**config.mk**
```make
export PLATFORM = sky130hd
export DESIGN_NAME = disp_scan_ctrl
export DESIGN_NICKNAME = d
export VERILOG_FILES = /design/src/rtl/disp_scan_ctrl.sv
export SDC_FILE = /design/constraint.sdc
export NUM_CORES = 1
export LEC_CHECK = 0
export CAP_MARGIN = 20
export CORE_MARGIN = 8
export CORE_UTILIZATION = 30
export DETAILED_ROUTE_END_ITERATION = 10
export PLACE_DENSITY = 0.5
export SLEW_MARGIN = 40
export SYNTH_ARGS = -nofsm -noshare
export SYNTH_HDL_FRONTEND = slang
export SYNTH_SLANG_ARGS = --single-unit
```
**constraint.sdc**
```tcl
create_clock -name clk -period 3 [get_ports clk]
set_clock_uncertainty 0.2 [all_clocks]
set_input_delay 0.6 -clock clk [delete_from_list [all_inputs] [get_ports clk]]
set_output_delay 0.6 -clock clk [all_outputs]
set_load 0.05 [all_outputs]
```
**src/rtl/disp_scan_ctrl.sv**
```systemverilog
// disp_scan_ctrl: multiplexed seven-segment scan controller.
// Blanked slot timing, BCD decode and active-low anode/segment drive.
module disp_scan_ctrl #(
    parameter int NUM_DIGITS   = 4,
    parameter int REFRESH_DIV  = 100000,
    parameter int BLANK_CYCLES = 16
) (
    input  logic                          clk,
    input  logic                          rst_n,
    input  logic                          en,
    input  logic [4*NUM_DIGITS-1:0]       digits_bcd,
    input  logic [NUM_DIGITS-1:0]         dp_in,
    output logic [NUM_DIGITS-1:0]         an,
    output logic [6:0]                    seg,
    output logic                          dp,
    output logic [$clog2(NUM_DIGITS)-1:0] digit_idx,
    output logic                          frame_tick
);

    localparam int IW = $clog2(NUM_DIGITS);
    localparam int CW = (REFRESH_DIV > 1) ? $clog2(REFRESH_DIV) : 1;

    localparam logic [CW-1:0] CNT_LAST   = CW'(REFRESH_DIV - 1);
    localparam logic [CW-1:0] BLANK_LAST = CW'(BLANK_CYCLES - 1);
    localparam logic [IW-1:0] IDX_LAST   = IW'(NUM_DIGITS - 1);

    typedef enum logic [1:0] {
        IDLE,
        BLANK,
        SHOW
    } state_t;

    state_t          state;
    state_t          state_nx;
    logic [CW-1:0]   cnt;
    logic [CW-1:0]   cnt_nx;
    logic [IW-1:0]   idx_nx;
    logic            load;
    logic            tick_nx;
    logic [NUM_DIGITS-1:0] an_nx;
    logic [3:0]      bcd_sel;
    logic            dp_sel;

    function automatic logic [6:0] seg_decode(input logic [3:0] bcd);
        logic [6:0] s;
        case (bcd)
            4'd0:    s = 7'h40;
            4'd1:    s = 7'h79;
            4'd2:    s = 7'h24;
            4'd3:    s = 7'h30;
            4'd4:    s = 7'h19;
            4'd5:    s = 7'h12;
            4'd6:    s = 7'h02;
            4'd7:    s = 7'h78;
            4'd8:    s = 7'h00;
            4'd9:    s = 7'h10;
            default: s = 7'h7F;
        endcase
        return s;
    endfunction

    // Next state, slot counter, digit index and slot-start load strobe.
    always_comb begin
        state_nx = state;
        cnt_nx   = cnt;
        idx_nx   = digit_idx;
        load     = 1'b0;
        tick_nx  = 1'b0;
        if (!en) begin
            state_nx = IDLE;
            cnt_nx   = '0;
            idx_nx   = '0;
        end else begin
            unique case (state)
                IDLE: begin
                    state_nx = BLANK;
                    cnt_nx   = '0;
                    idx_nx   = '0;
                    load     = 1'b1;
                end
                BLANK: begin
                    cnt_nx = cnt + 1'b1;
                    if (cnt == BLANK_LAST) begin
                        state_nx = SHOW;
                    end
                end
                SHOW: begin
                    if (cnt == CNT_LAST) begin
                        state_nx = BLANK;
                        cnt_nx   = '0;
                        load     = 1'b1;
                        if (digit_idx == IDX_LAST) begin
                            idx_nx  = '0;
                            tick_nx = 1'b1;
                        end else begin
                            idx_nx = digit_idx + 1'b1;
                        end
                    end else begin
                        cnt_nx = cnt + 1'b1;
                    end
                end
                default: begin
                    state_nx = IDLE;
                    cnt_nx   = '0;
                    idx_nx   = '0;
                end
            endcase
        end
    end

    // Output values for the upcoming cycle, derived from next state.
    always_comb begin
        an_nx = '1;
        if (state_nx == SHOW) begin
            an_nx[idx_nx] = 1'b0;
        end
        bcd_sel = digits_bcd[{idx_nx, 2'b00} +: 4];
        dp_sel  = dp_in[idx_nx];
    end

    // State register, slot counter and digit index.
    always_ff @(posedge clk) begin
        if (!rst_n) begin
            state     <= IDLE;
            cnt       <= '0;
            digit_idx <= '0;
        end else begin
            state     <= state_nx;
            cnt       <= cnt_nx;
            digit_idx <= idx_nx;
        end
    end

    // Registered pin drive; segments change only when a slot begins.
    always_ff @(posedge clk) begin
        if (!rst_n) begin
            an         <= '1;
            seg        <= 7'h7F;
            dp         <= 1'b1;
            frame_tick <= 1'b0;
        end else begin
            an         <= an_nx;
            frame_tick <= tick_nx;
            if (state_nx == IDLE) begin
                seg <= 7'h7F;
                dp  <= 1'b1;
            end else if (load) begin
                seg <= seg_decode(bcd_sel);
                dp  <= ~dp_sel;
            end
        end
    end

endmodule

```
==> summary.txt, run 1 <==
Logic synthesis
  • Sequential fraction of the synthesis area: 36.1%
  • Main synth FF type: dfxtp_1
  • Post-synthesis mux area share: 0.531%
  • Post-Synth Simple-Gate Area: 26.9%
  • Synthesized area: 1880 um^2
  • Syn_area_per_cell: 8.53 um^2
  • Complex-gate fraction of the synthesized area: 18.8%
  • Synthesis-stage register bit count: 34
  • Adder-cell share of the synthesized area: 5.98%
  • Unique masters post-synth: 49
  • Ys Warns: 0
  • Syn_nets: 253
  • Synth Instances: 221
  • Combinational family with the most area after synthesis: simple AND/OR/NAND/NOR gates
  • Synth Area in XOR/XNOR: under 10%
  • Synth async-reset ratio: 0%
  • Post-synth EDFFs: 0

Routing
  • Initial DRT Pass Iterations: 4
  • Vias per cell: 4.78
  • DRC Markers: 0
  • Routed len/inst: around 14 um
  • DRT iter0 DRCs: between 100 and 150
  • Total Wirelength: 5490 um
  • Final ANT Viol Nets: 0
  • Via count: between 1500 and 2000

Final layout
  • Layout cell share with drive strength beyond 1: 29.6%
  • Area growth syn-to-layout: 59.0%
  • Ant diodes: 0
  • Finished Layout Cells: 395
  • Final-stage net count: 349
  • Commonest non-fill, non-tap cell in the layout: buf_4
  • Final Instance Area: roughly 3000 um^2
  • Most frequent cells in the layout: buf_4 (57), clkdlybuf4s50_1 (37), nor2_1 (34)

Setup path
  • Worst path required time: 2.98 ns
  • Startpoint types: register
  • CP Class: reg -> reg
  • Crit path DAT: around 3.3 ns
  • Crit-path slowest cell: or4_4
  • Maximum net fanout on the critical path: 5
  • Crit path top cell by count: or4_4
  • Bufs and invs on worst path: 2
  • Crit-path cells: or4_4 > nor4_4 > buf_6 > nand4b_1 > a211oi_4 > a222oi_1 > a21bo_2 > inv_2 > and4b_1 > or4_4 > o22a_1
  • Worst R2R Start: cnt[11]
  • Crit path largest cell delay: 0.55 ns
  • CP endpoint kind: register
  • Critical path launch point: cnt[11]
  • Crit path max-delay family: simple AND/OR/NAND/NOR gates

Timing
  • Worst Setup Slack, final: -0.360 ns
  • Max-Slew Margin vs Limit: 64.8%
  • RSZ-0062 raised after global routing: yes
  • Crit share post-route: 112%
  • Max-slew violation count: 0
  • Final Hold Viols: 0
  • Post-layout minimum cycle time: 3.36 ns
  • Setup violations, final: 7
  • Fmax achieved: approximately 0.3 GHz
  • Hold Slack: 0.264 ns
  • Worst Max-Slew Pin Slew: 0.526 ns

Global route
  • Largest net degree at the start of global routing: 18
  • Initial antenna violation count: 0
  • First-pass GRT wire length: 8990 um
  • GRT Total Usage: approximately an eighth
  • Total grt overflow: 0
  • Vias in the first global route: 1924

Placed design
  • Setup Slack @ Placement: -0.490 ns
  • Post-Place Cells: about 380
  • Port bufs: 37
  • Final Wtd Congestion: 0.813
  • Dpl hpwl: between 4000 and 5000 um
  • Placed cell areas: between 2000 and 3000 um^2

Clocking
  • CTS root buffer: clkbuf_8
  • Worst skew pair latency: 0.29 ns
  • Clock-pin slew on the worst setup and hold paths: approximately 0.07 ns
  • Total CTS buffers: 5
  • Maximum buffer depth of the clock tree: 2
  • TritonCTS clock tree: yes
  • H-tree Lvls: 2
  • Clock Sinks: 34

Power and ir drop
  • Psw: 0.240 mW
  • Peak supply drop: ~0.18 mV
  • Final Power: 0.954 mW
  • Sequential Power Share: 48.0%
  • Switch share: 25.2%
  • Power Density: ~320 nW/um^2
  • Combinational share of power: 14.1%
  • Leakage: 1.16 nW
  • Int Power: roughly 0.7 mW
  • Clock power frac: 37.8%

Run status
  • Status: complete, but fails checks
  • Failing checks: negative setup slack

Floorplanning
  • Die outline width: 95.3 um
  • Initial Util: 30.4%
  • Chip Height: 95.3 um
  • # rows: 29
  • Die area: 9070 um^2
  • Core area: 6200 um^2
  • Num ports: 38

Worst hold path
  • Hold/Removal Path Class: reg -> reg
  • Start point of the worst min-delay path: seg[1]

Run
  • Number of max-cap violations: 0
## state kept, by name, indices dropped and copies added (netlist names)
register,cells
cnt,17
seg,7
an,4
digit_idx,2
state,2
dp,1
frame_tick,1
## synthesized netlist by cell type (6+ instances only)
cell type	instances	area, um^2
dfxtp_1	34	681
nor2_1	34	128
nand2_1	20	75.1
a21oi_1	9	45.0
ha_1	9	113
inv_1	9	33.8
nand3_1	9	45.0
xnor2_1	9	78.8
xor2_1	7	61.3
nand4_1	6	37.5
o21ai_0	6	30.0
## stage by stage
stage | TNS (ns) | utilization (%)
after global placement | -2.55 | 43.6
final | -1.87 | 48.3
after CTS | -1.61 | 46.4
after floorplan | -1.12 | -
after global routing | -3.03 | 48.3
after detailed placement | -2.78 | 43.6
## per-layer routing
layer	GRT usage (%)	vias to the layer above	share of wire (%)	routed length (um)
li1	-	979	-	-
met5	0	-	0	0
met1	15.9	877	46	2520
met3	2.99	6	3.5	193
met2	19.6	25	49	2690
met4	5.46	0	1.4	79
## repair_timing
action                     4_1_cts  5_1_grt
pin swaps                        5        8
hold endpoints to repair         0        0
gates cloned                     1        0
setup endpoints to repair        7        7
resized for setup               13       12
hold buffers                     0        0
buffers inserted                 3        3
## cell families (layout without fill, tap and decap cells)
family,after synthesis,in the layout
AOI/OAI and AO/OA,46,46
xor gates and xnor gates,16,16
adders and majority gates,9,9
buffers and inverters,17,114
DFF,34,34
muxes,1,1
and+or+nand+nor,98,98
## layout make-up
class,count,area (um^2)
multi-input combinational,170,1260
inverter,10,37.5
fill,611,3210
tap,77,96.3
clock buffer,7,86.3
clock inverter,1,5.00
timing repair buffer,96,830
sequential,34,682
## worst paths after layout
check	to	slack (ns)	cells past startpoint
min	seg[1]	0.26	2
min reg2reg	seg[1]	0.26	2
max reg2reg	seg[0]	-0.36	11
max	seg[0]	-0.36	11
## worst reg2reg max path, cell delays in order (launching register included)
cell      delay, ns
dfxtp_2        0.32
or4_4          0.55
nor4_4         0.18
buf_6          0.18
nand4b_1       0.17
a211oi_4       0.37
a222oi_1       0.14
a21bo_2        0.27
inv_2          0.06
and4b_1        0.18
or4_4          0.48
o22a_1         0.16
## power by group through the flow
stage,logic (mW),clock network [mW],registers [mW]
5_1_grt,0.148,0.391,0.459
3_5_place_dp,0.123,0,0.469
3_3_place_gp,0.123,0,0.469
2_1_floorplan,0.0428,0,0.483
6_report,0.135,0.361,0.458
4_1_cts,0.128,0.374,0.458
No activity file was read; power rests on OpenSTA's default activity.
==> inputs of run 2 (changes only) <==
- ABC_AREA: unset -> 0
- PLACE_DENSITY: 0.5 -> 0.48
- clock period: 3 -> 3.3 ns (I/O delays scaled with it)
==> run 2 against run 1 <==
Net effect: the run still ends with negative setup slack left; routed wire length fell by 7.9%; setup slack improved by 0.32 ns; critical path type unchanged; clock power is 8.6% lower; die area stayed put.
==> summary.txt, run 2 (synthesis gave the netlist of run 1 again) <==
Clocking
  • Worst skew pair latency: 0.29 ns (about the same)
  • Clock-pin slew on the worst setup and hold paths: 0.07 ns (about the same)
  • TritonCTS clock tree: yes
  • Total CTS buffers: 5 (unchanged)
  • CTS root buffer: clkbuf_8
  • Clock Sinks: 34 (unchanged)
  • H-tree Lvls: 2 (unchanged)
  • Maximum buffer depth of the clock tree: 2 (unchanged)

Setup path
  • CP endpoint kind: register
  • R2r worst-path depth: 11 (unchanged)
  • Crit path DAT: 3.32 ns (-0.02 ns)
  • Maximum net fanout on the critical path: 6 (+1)
  • R2R setup slack: -0.04 ns (+0.32 ns)
  • Crit-path slowest cell: or4_4
  • Crit path max-delay family: simple AND/OR/NAND/NOR gates
  • Crit path top cell by count: or4_4
  • Crit-path cells: or4_4 > nor4_4 > buf_6 > nand4b_1 > a211oi_4 > a222oi_1 > a21bo_2 > inv_2 > and4b_1 > or4_4 > o22a_1
  • Bufs and invs on worst path: 2 (unchanged)
  • Startpoint types: register
  • Worst flop-to-flop path endpoint: seg[3]
  • Worst path required time: 3.28 ns (+0.30 ns)
  • CP Class: reg -> reg
  • Crit path largest cell delay: 0.55 ns (about the same)
  • Worst R2R Start: cnt[13]

Floorplanning
  • Num ports: 38 (unchanged)
  • Die area: 9070 um^2 (unchanged)
  • Initial Util: 30.4% (unchanged)
  • # rows: 29 (unchanged)
  • Chip Height: 95.3 um (unchanged)
  • Die outline width: 95.3 um (unchanged)
  • Core area: 6200 um^2 (unchanged)

Global route
  • Vias in the first global route: 1757 (-8.7%)
  • Largest net degree at the start of global routing: 18 (unchanged)
  • First-pass GRT wire length: 8110 um (-9.7%)
  • Total grt overflow: 0 (unchanged)
  • Initial antenna violation count: 0 (unchanged)
  • GRT Total Usage: 11.3% (-1.2 points)

Timing
  • Post-layout minimum cycle time: 3.34 ns (-0.0183 ns)
  • Max-Slew Margin vs Limit: 65.4% (+0.54 points)
  • Crit share post-route: 101% (-11 points)
  • Worst Max-Slew Pin Slew: 0.518 ns (-0.00811 ns)
  • RSZ-0062 raised after global routing: yes
  • Max-slew violation count: 0 (unchanged)
  • Setup violations, final: 2 (-5)
  • Worst Setup Slack, final: -0.0420 ns (+0.318 ns)
  • Fmax achieved: 0.299 GHz (+0.55%)
  • Final Hold Viols: 0 (unchanged)
  • Hold Slack: 0.263 ns (-0.00151 ns)

Power and ir drop
  • Power Density: 313 nW/um^2 (-1.7%)
  • Peak supply drop: 0.171 mV (-5.1%)
  • Leakage: 1.04 nW (-10%)

Routing
  • Routed len/inst: 13.5 um (-2.7%)
  • Via count: 1810 (-4.1%)
  • Total Wirelength: 5050 um (-7.9%)
  • Final ANT Viol Nets: 0 (unchanged)
  • DRC Markers: 0 (unchanged)
  • Initial DRT Pass Iterations: 5 (+1)
  • DRT iter0 DRCs: 95 (-14%)
  • Vias per cell: 4.84 (+1.3%)

Final layout
  • Reg with most FFs: cnt
  • Core Util, Final: 43.9% (-4.3 points)
  • Largest register FFs: 17 (unchanged)
  • Commonest non-fill, non-tap cell in the layout: clkdlybuf4s50_1
  • Most frequent cells in the layout: clkdlybuf4s50_1 (37), buf_4 (36), nor2_1 (34), dfxtp_1 (34), nand2_1 (20)
  • Ant diodes: 0 (unchanged)
  • Layout cell share with drive strength beyond 1: 21.2% (-8.3 points)
  • Regs by FF count: cnt x17, seg x7, an x4
  • Final-stage net count: 328 (-6.0%)
  • Final Instance Area: 2730 um^2 (-9.0%)
  • Area growth syn-to-layout: 44.7%

Worst hold path
  • Worst Hold End: seg[1]
  • Hold/Removal Path Class: reg -> reg
  • Start point of the worst min-delay path: seg[1]
  • Worst Hold Depth: 2 (unchanged)

Placed design
  • Port bufs: 37 (unchanged)
  • Setup Slack @ Placement: -0.211 ns (+0.279 ns)
  • Dpl hpwl: 3850 um (-4.6%)
  • Placed cell areas: 2560 um^2 (-5.3%)
  • Final Wtd Congestion: 0.824 (+1.4%)

Run
  • Number of max-cap violations: 0 (unchanged)

Run status
  • Failing checks: negative setup slack
  • Status: complete, but fails checks
-- run 2: cell count changes in the layout (fill, tap and decap cells not counted), sizes merged --
cell	delta
clkinvlp	+1
buf	-21
clkbuf	-1
-- run 2: worst max-delay path by stage --
| stage | endpoint | depth (start not counted) | from | slack (ns) |
|---|---|---|---|---|
| floorplan | seg[0] | 10 | cnt[11] | 0.008 |
| detailed placement | seg[5] | 10 | en | -0.21 |
| global route | seg[5] | 12 | cnt[13] | -0.16 |
| global placement | seg[5] | 10 | en | -0.17 |
| finish | seg[3] | 11 | cnt[13] | -0.04 |
| CTS | seg[3] | 11 | cnt[13] | -0.07 |
-- run 2: report_power, final --
group	leakage (nW)	internal, mW	switching (mW)
clock	0.0472	0.168	0.163
combinational	0.720	0.0565	0.0496
sequential	0.275	0.414	0.00255
total	1.04	0.639	0.215
-- run 2: worst register-to-register path, delay by kind of cell (launching register included) --
| kind | cells | cell delay (ns) |
|---|---|---|
| buffers and inverters | 2 | 0.21 |
| DFF | 1 | 0.31 |
| AOI/OAI and AO/OA | 4 | 0.95 |
| and+or+nand+nor | 5 | 1.55 |
-- run 2: layout make-up --
| class | count | area, um^2 |
|---|---|---|
| Clock buffer | 6 | 82.6 |
| Clock inverter | 2 | 12.5 |
| Fill cell | 633 | 3480 |
| Inverter | 10 | 37.5 |
| Multi-Input combinational cell | 170 | 1160 |
| Sequential cell | 34 | 681 |
| Tap cell | 77 | 96.3 |
| Timing Repair Buffer | 75 | 657 |
-- run 2: layer usage --
metal / global-route usage (%) / vias up / wire length (um)
met1: 14.1 / 834 / 2470
met4: 4.42 / 0 / 65
met3: 3.46 / 7 / 187
li1: - / 941 / -
met5: 0 / - / 0
met2: 17.8 / 28 / 2330
-- run 2: timing repair --
action                                  CTS  global route
resized for setup                         7             0
setup buffers                             3             0
endpoints found under the setup margin    5             6
endpoints found under the hold margin     0             0
pin swaps                                 6             2
cloned                                    1             0
hold buffers                              0             0
-- run 2: stage by stage --
stage / power, mW / instances / TNS (ns)
after floorplan: 0.478 / 221 / 0
after global placement: 0.531 / 362 / -0.672
after detailed placement: 0.529 / 362 / -0.795
after CTS: 0.868 / 374 / -0.144
after global routing: 0.900 / 374 / -0.743
final: 0.853 / 374 / -0.0768
==> inputs of run 3 (changes only) <==
- PLACE_DENSITY: 0.48 -> 0.5
- clock period: 3.3 -> 2.9 ns (I/O delays scaled with it)
==> run 3 against run 2 <==
Net effect: the flow still finishes with violations (negative setup slack); hold slack improved by 0.0073 ns; final cell count is 7.2% higher; register-to-register slack got worse by 0.39 ns; cell area up 13%; critical path depth did not move; non-clock buffer count rose by 27; total power up 37%; via count grew 6.7%; largest power group is now the clock network; highest routed layer unchanged.
==> summary.txt, run 3 (synthesis gave the netlist of run 1 again) <==
Global route
  • First-pass GRT wire length: 8980 um (+11%)
  • Largest net degree at the start of global routing: 18 (unchanged)
  • GRT Total Usage: 12.5% (+1.2 points)
  • Initial antenna violation count: 0 (unchanged)
  • Vias in the first global route: 1906 (+8.5%)
  • Total grt overflow: 0 (unchanged)

Final layout
  • Register area: 683 um^2 (+0.37%)
  • Ant diodes: 0 (unchanged)
  • Filler cell count: 594 (-6.2%)
  • Finished Layout Cells: 401 (+7.2%)
  • Largest register FFs: 17 (unchanged)
  • Reg with most FFs: cnt
  • Most frequent cells in the layout: buf_4 (59), clkdlybuf4s50_1 (37), nor2_1 (33)
  • Core Util, Final: 49.5% (+5.5 points)
  • Commonest non-fill, non-tap cell in the layout: buf_4
  • Layout cell share with drive strength beyond 1: 31.8% (+11 points)
  • Regs by FF count: cnt x17, seg x7, an x4
  • Final Instance Area: 3070 um^2 (+13%)
  • Final-stage net count: 355 (+8.2%)
  • Area growth syn-to-layout: 62.9%
  • Area taken by multi-input logic gates: 1230 um^2 (+5.7%)

Worst hold path
  • Worst Hold End: seg[6]
  • Hold/Removal Path Class: reg -> reg
  • Start point of the worst min-delay path: seg[6]
  • Worst Hold Depth: 1 (-1)

Setup path
  • Worst R2R Start: cnt[11]
  • CP endpoint kind: register
  • R2r worst-path depth: 11 (unchanged)
  • Startpoint types: register
  • Crit path DAT: 3.31 ns (about the same)
  • Worst path required time: 2.88 ns (-0.40 ns)
  • Worst flop-to-flop path endpoint: seg[3]
  • R2R setup slack: -0.43 ns (-0.39 ns)
  • CP Class: reg -> reg
  • Maximum net fanout on the critical path: 5 (-1)

Placed design
  • Final Wtd Congestion: 0.786 (-4.6%)
  • Placed cell areas: 2720 um^2 (+6.2%)
  • Dpl hpwl: 4130 um (+7.4%)
  • Setup Slack @ Placement: -0.596 ns (-0.384 ns)
  • Port bufs: 37 (unchanged)
  • Post-Place Cells: 383 (+5.8%)

Power and ir drop
  • Clock power frac: 46.8% (+8.1 points)
  • Power Density: 381 nW/um^2 (+22%)
  • Psw: 0.249 mW (+16%)
  • Combinational share of power: 12.6% (+0.2 points)
  • Switch share: 21.3% (-3.9 points)
  • Sequential Power Share: 40.6% (-8.3 points)
  • Int Power: 0.919 mW (+44%)
  • Peak supply drop: 0.183 mV (+6.7%)
  • Leakage: 1.20 nW (+15%)

Clocking
  • Hold buffer count at cts: 0 (unchanged)
  • Clock-pin slew on the worst setup and hold paths: 0.07 ns (about the same)
  • Total CTS buffers: 5 (unchanged)
  • Maximum buffer depth of the clock tree: 2 (unchanged)
  • TritonCTS clock tree: yes
  • H-tree Lvls: 2 (unchanged)
  • Worst skew pair latency: 0.28 ns (about the same)
  • CTS root buffer: clkbuf_8
  • Clock Sinks: 34 (unchanged)

Floorplanning
  • Num ports: 38 (unchanged)
  • Initial Util: 30.4% (unchanged)
  • Core area: 6200 um^2 (unchanged)
  • Die area: 9070 um^2 (unchanged)
  • Chip Height: 95.3 um (unchanged)
  • # rows: 29 (unchanged)
  • Die outline width: 95.3 um (unchanged)

Routing
  • Final ANT Viol Nets: 0 (unchanged)
  • Routed len/inst: 13.7 um (+1.3%)
  • DRT iter0 DRCs: 75 (-21%)
  • Total Wirelength: 5490 um (+8.6%)
  • Via count: 1931 (+6.7%)
  • Initial DRT Pass Iterations: 4 (-1)
  • Vias per cell: 4.82 (-0.50%)
  • DRC Markers: 0 (unchanged)

Timing
  • Max-Slew Margin vs Limit: 65.3% (about the same)
  • Fmax achieved: 0.300 GHz (+0.34%)
  • Crit share post-route: 115% (+14 points)
  • RSZ-0062 raised after global routing: yes
  • Worst Max-Slew Pin Slew: 0.518 ns (+0.000460 ns)
  • Setup TNS: -2.42 ns (-2.34 ns)
  • Post-layout minimum cycle time: 3.33 ns (-0.0114 ns)
  • Max-slew violation count: 0 (unchanged)
  • Final Hold Viols: 0 (unchanged)
  • Setup violations, final: 7 (+5)
  • Worst Setup Slack, final: -0.431 ns (-0.389 ns)

Run status
  • Status: complete, but fails checks
  • Failing checks: negative setup slack

Run
  • Number of max-cap violations: 0 (unchanged)
[run 3: cell count changes in the layout (fill, tap and decap cells not counted), sizes merged]
cell      previous run  this run
buf                 38        65
bufinv               0         2
clkinv               1         0
clkinvlp             1         0
[run 3: final cells by class]
type | count | share of cell area, %
multi-input cells | 170 | 40.0
repair buffers | 102 | 28.7
flip-flops and latches | 34 | 22.3
well taps | 77 | 3.14
clock buffers | 6 | 2.69
clock inverters | 2 | 1.96
inverters | 10 | 1.30
[run 3: metrics by stage]
stage                     power, mW  hold slack [ns]
final                          1.17            0.270
after global placement        0.614            0.240
after global routing           1.22            0.299
after CTS                      1.18            0.274
after detailed placement      0.614            0.253
after floorplan               0.544            0.230
[run 3: how the worst max path moves through the flow]
stage | start | to | slack [ns] | depth (start not counted)
5_1_grt | cnt[11] | seg[0] | -0.59 | 10
6_report | cnt[11] | seg[3] | -0.43 | 11
2_1_floorplan | cnt[11] | seg[0] | -0.39 | 10
4_1_cts | cnt[11] | seg[3] | -0.43 | 11
3_3_place_gp | en | seg[5] | -0.58 | 10
3_5_place_dp | en | seg[5] | -0.60 | 10
[run 3: power groups by stage]
stage                     Clock [mW]  Combinational, mW  Sequential (mW)
final                          0.546              0.147            0.474
after CTS                      0.565              0.137            0.474
after detailed placement           0              0.129            0.485
after floorplan                    0             0.0445            0.499
after global routing           0.591              0.158            0.475
after global placement             0              0.129            0.485
[run 3: per-layer routing]
metal | vias to the layer above | wire (um) | track usage [%]
met5 | - | 0 | 0
li1 | 992 | - | -
met4 | 0 | 123 | 4.94
met2 | 37 | 2630 | 20.4
met1 | 888 | 2520 | 15.1
met3 | 14 | 215 | 3.46
[run 3: repair_timing]
action / CTS / global route
cloned: 1 / 0
resized for setup: 16 / 12
buffers inserted: 3 / 6
pin swaps: 7 / 8
setup endpoints to repair: 7 / 7
[run 3: worst max-delay path, stage by stage, from the launching register on]
cell	delay [ns]
dfxtp_2	0.32
or4_4	0.53
nor4_4	0.19
buf_6	0.18
nand4b_1	0.15
a211oi_4	0.35
a222oi_1	0.15
a21bo_2	0.27
inv_2	0.05
and4b_1	0.17
or4_4	0.48
o22a_1	0.17
